--- src/rtl/ntt_pkg.sv ---
// Shared constants for the NTT front end: default ring parameters and bank selects.
package ntt_pkg;

  localparam int N_DEF = 9;
  localparam int D_DEF = 8;
  localparam int Q_DEF = 257;
  localparam int IDXW  = $clog2(D_DEF);

  localparam logic BANK0 = 1'b0;
  localparam logic BANK1 = 1'b1;

  function automatic logic other_bank(input logic b);
    return (b == BANK0) ? BANK1 : BANK0;
  endfunction

endpackage

--- src/rtl/ntt_coef_reduce.sv ---
// Single conditional subtraction by Q; exact for any N-bit input because 2^N <= 2Q.
module ntt_coef_reduce
  import ntt_pkg::*;
#(
  parameter int N = N_DEF,
  parameter int Q = Q_DEF
) (
  input  logic [N-1:0] coef,
  output logic [N-1:0] r
);

  localparam logic [N-1:0] QN = N'(Q);

  assign r = (coef >= QN) ? coef - QN : coef;

endmodule

--- src/rtl/ntt_loader.sv ---
// Streams coefficients into two ping-pong banks and presents each completed frame
// as the flat vector feeding the ntt stage.
//
// bank state | meaning
// EMPTY      | full=0, not the write bank or idx=0
// FILLING    | full=0, write bank with idx>0
// FULL       | full=1, frame complete, contents frozen until released
module ntt_loader
  import ntt_pkg::*;
#(
  parameter int N = N_DEF,
  parameter int D = D_DEF,
  parameter int Q = Q_DEF
) (
  input  logic           clk,
  input  logic           rst_n,
  input  logic           in_valid,
  output logic           in_ready,
  input  logic [N-1:0]   in_coef,
  input  logic           in_last,
  output logic [D*N-1:0] a,
  output logic           a_valid,
  input  logic           a_ready,
  output logic           frame_err
);

  localparam int IW = $clog2(D);
  localparam logic [IW-1:0] IDX_LAST = IW'(D - 1);

  logic [N-1:0]  mem [2][D];
  logic [1:0]    full;
  logic [IW-1:0] idx;
  logic          wr_bank;
  logic          rd_bank;
  logic [N-1:0]  coef_r;
  logic          acc;
  logic          rel;
  logic          at_last;
  logic          complete;
  logic          violation;

  ntt_coef_reduce #(.N(N), .Q(Q)) u_reduce (
    .coef (in_coef),
    .r    (coef_r)
  );

  assign in_ready  = !full[wr_bank];
  assign a_valid   = full[rd_bank];
  assign acc       = in_valid && in_ready;
  assign rel       = a_valid && a_ready;
  assign at_last   = (idx == IDX_LAST);
  assign complete  = acc && at_last && in_last;
  assign violation = acc && (at_last != in_last);

  always_comb begin
    a = '0;
    for (int k = 0; k < D; k++) a[N*k +: N] = mem[rd_bank][k];
  end

  // Completion targets wr_bank (not full) and release targets rd_bank (full),
  // so when both fire in one cycle they always touch different banks.
  always_ff @(posedge clk or negedge rst_n) begin
    if (!rst_n) begin
      for (int b = 0; b < 2; b++)
        for (int k = 0; k < D; k++) mem[b][k] <= '0;
      full      <= '0;
      idx       <= '0;
      wr_bank   <= BANK0;
      rd_bank   <= BANK0;
      frame_err <= 1'b0;
    end else begin
      frame_err <= violation;
      if (acc) begin
        mem[wr_bank][idx] <= coef_r;
        idx <= (at_last || in_last) ? '0 : idx + 1'b1;
      end
      if (complete) begin
        full[wr_bank] <= 1'b1;
        wr_bank       <= other_bank(wr_bank);
      end
      if (rel) begin
        full[rd_bank] <= 1'b0;
        rd_bank       <= other_bank(rd_bank);
      end
    end
  end

endmodule

--- config.mk ---
export PLATFORM = sky130hd
export DESIGN_NAME = ntt_loader
export DESIGN_NICKNAME = d
export VERILOG_FILES = /design/src/rtl/ntt_pkg.sv /design/src/rtl/ntt_coef_reduce.sv /design/src/rtl/ntt_loader.sv
export SDC_FILE = /design/constraint.sdc
export NUM_CORES = 1
export LEC_CHECK = 0
export CORE_MARGIN = 5
export CORE_UTILIZATION = 50
export DETAILED_ROUTE_END_ITERATION = 8
export PLACE_DENSITY_LB_ADDON = 0.3
export RECOVER_POWER = 50
export SYNTH_ARGS = -nofsm -noshare
export SYNTH_HDL_FRONTEND = slang
export SYNTH_SLANG_ARGS = --single-unit
export TNS_END_PERCENT = 20
--- constraint.sdc ---
create_clock -name clk -period 3.6 [get_ports clk]
set_input_delay 0.72 -clock clk [delete_from_list [all_inputs] [get_ports clk]]
set_output_delay 0.72 -clock clk [all_outputs]
set_load 0.1 [all_outputs]
==> reports/metrics.csv <==
metric,value,unit
outcome,"complete, but fails checks",
violations,"capacitance limit, slew limit",
slew_headroom,-0.401,
drc,0,
crit_slowest_cell,dlygate4sd3_1,
max_stage_delay,0.61,ns
hold_path_end,mem[133],
yosysTopAreaCell,dfrtp_1,
cts_resized,0,
whs,0.471,ns
startpoint_type,input port,
worstSkewPairLatency,0.42,ns
grt_pass1_wl,26200,µm
worst_pin_slew,2.10,ns
layout_common_cells,"dfrtp_1, mux2_2, buf_4",
synthFlopType,dfrtp_1,
path_cells,dlygate4sd3_1 > nor3_1 > nand2b_1 > a2111oi_0 > clkbuf_1 > mux2_2,
place_ws,0.520,ns
antenna_cells,0,
die-width,127,µm
max_freq,335,MHz
cp.depth,6,
grt_max_degree,85,
num_rows,42,
yosysUniqueCellTypes,41,
fill_cells,1118,
cts_buffer_depth,2,
final_max_slew_viol_count,84,
hpwl,11200,µm
layout.cells.non_filler,904,
finalSetupViolations,0,
ir_drop,0.000383,V
grt.total_usage,0.207,
rr_worst_depth,3,
core_area,13300,µm²
synthTopCellsByArea,"dfrtp_1, mux2_2, a21oi_1",
mostFrequentLayoutCell,dfrtp_1,
async_flop_share,1.00,
post_drt_wl_per_cell,17.7,µm
hold_buffers,0,
nNetsFinal,736,
finalHoldViolations,0,
syn_inst,624,
synth_seq_cells,152,
timing.final.crit_period,2.99,ns
synth_nets,643,
r2r_end,mem[89],
ios,89,
endpoint_kind,register,
detail-route-antenna-nets,0,
fin_area,8240,µm²
fin_ws,0.615,ns
path_delay_family,buffers and inverters,
regToRegStartpoint,wr_bank,
vias,4917,
drive_gt1_frac,0.305,
drt-initial-drc-count,442,
min_delay_path_depth,2,
cts_buffers,17,
min_path_type,register to register,
min_from,mem[133],
cp.required,3.95,ns
arrival,3.34,ns
placedCellCount,874,
cts-root-buf,clkbuf_16,
dr.pass1.iters,4,
clock_skew,0.00724,ns
io_buffers,88,
routed_wl,16000,µm
syn-cell-area,6820,µm²
yosysWarnings,0,
cp_max_fo,16,
clk_pin_slew,0.06,ns
dieArea,16100,µm²
ys_seq_area_frac,0.557,
cp.buffers_inverters,2,
critPathKind,input port to register,
synthDominantCellAreaShare,0.557,
placed_area,7750,µm²
reg2reg_slack,1.48,ns
antenna_found_initial,0,
area_growth,20.7,%
post_cts_buffers,0,
via_per_inst,5.44,
max_cap_viol_count,1,
grt_setup_unrepaired,false,
gp_congestion,0.884,
power_leakage,3.98,nW
synth_edf_count,0,
clock_sinks,152,
finalCritPeriodShare,0.829,
cts_tree,built,
start_util,0.513,
dieHeight,127,µm
overflow,0,
p_per_area,838,nW/µm²
grt_pass1_vias,4989,
cts_htree_levels,4,
syn_area_per_cell,10.9,µm²
## through the flow
| step | total power [W] | util | setup TNS, ns |
|---|---|---|---|
| after floorplan | 0.00471 | - | -1.09 |
| after CTS | 0.00696 | 0.624 | 0 |
| final | 0.00690 | 0.620 | 0 |
| after global placement | 0.00525 | 0.583 | 0 |
| after global routing | 0.00718 | 0.620 | 0 |
| after detailed placement | 0.00531 | 0.583 | 0 |
## synthesized netlist by cell type (all sizes together) (2+ instances only)
cell type	count
nand3	6
ha	5
a211oi	2
nor2	92
nand2b	4
inv	16
nor3	5
nor2b	2
dfrtp	152
mux2	96
mux2i	13
clkbuf	13
a31oi	5
nand2	47
or4	2
buf	26
o21ai	40
a21oi	84
or4b	2
## layer usage
layer / global-route usage / share of wire / vias to the layer above
met1: 0.280 / 0.43 / 2441
li1: - / - / 2341
met5: 0 / 0 / -
met4: 0.0612 / 0.012 / 0
met2: 0.330 / 0.49 / 122
met3: 0.0580 / 0.064 / 13
## logic make-up after synthesis
| family | after synthesis | synth area share |
|---|---|---|
| compound gates | 134 | 0.104 |
| fa+ha+maj | 5 | 0.00917 |
| buf+inv | 55 | 0.0367 |
| flops | 152 | 0.557 |
| mux | 109 | 0.179 |
| simple gates | 169 | 0.114 |
## cell type report
type / count / area, µm² / share of cell area
timing repair buffer: 113 / 866 / 0.105
clock buffer: 27 / 503 / 0.0611
multi-input combinational: 417 / 2740 / 0.333
sequential: 152 / 3800 / 0.462
inverter: 16 / 60.1 / 0.00729
tap: 176 / 220 / 0.0267
clock inverter: 3 / 40.0 / 0.00486
## worst reg2reg max path, stage by stage (launching register included)
cell and delay [ns]:
dfrtp_1 0.47, or4b_1 0.72, nor2_4 0.41, mux2_2 0.39
## registers in the layout, summed over array words and instances, names as in the netlist
signal	cells
wr_bank	1
full	2
frame_err	1
mem	144
idx	3
rd_bank	1
## report_power, final
part / internal [W] / switching [W]
Combinational: 0.000687 / 0.00238
Clock: 0.00101 / 0.000633
Sequential: 0.00203 / 0.000162
Total: 0.00373 / 0.00317
## worst max path at each step
| stage | startpoint | endpoint | slack, ns |
|---|---|---|---|
| after floorplan | rd_bank | a[11] | -0.12 |
| after global placement | in_coef[1] | mem[55] | 0.64 |
| after detailed placement | in_coef[1] | mem[73] | 0.52 |
| after CTS | rd_bank | a[30] | 0.91 |
| after global routing | in_coef[2] | mem[98] | 0.44 |
| final | in_coef[2] | mem[62] | 0.61 |
(Power assumes the default switching activity.)
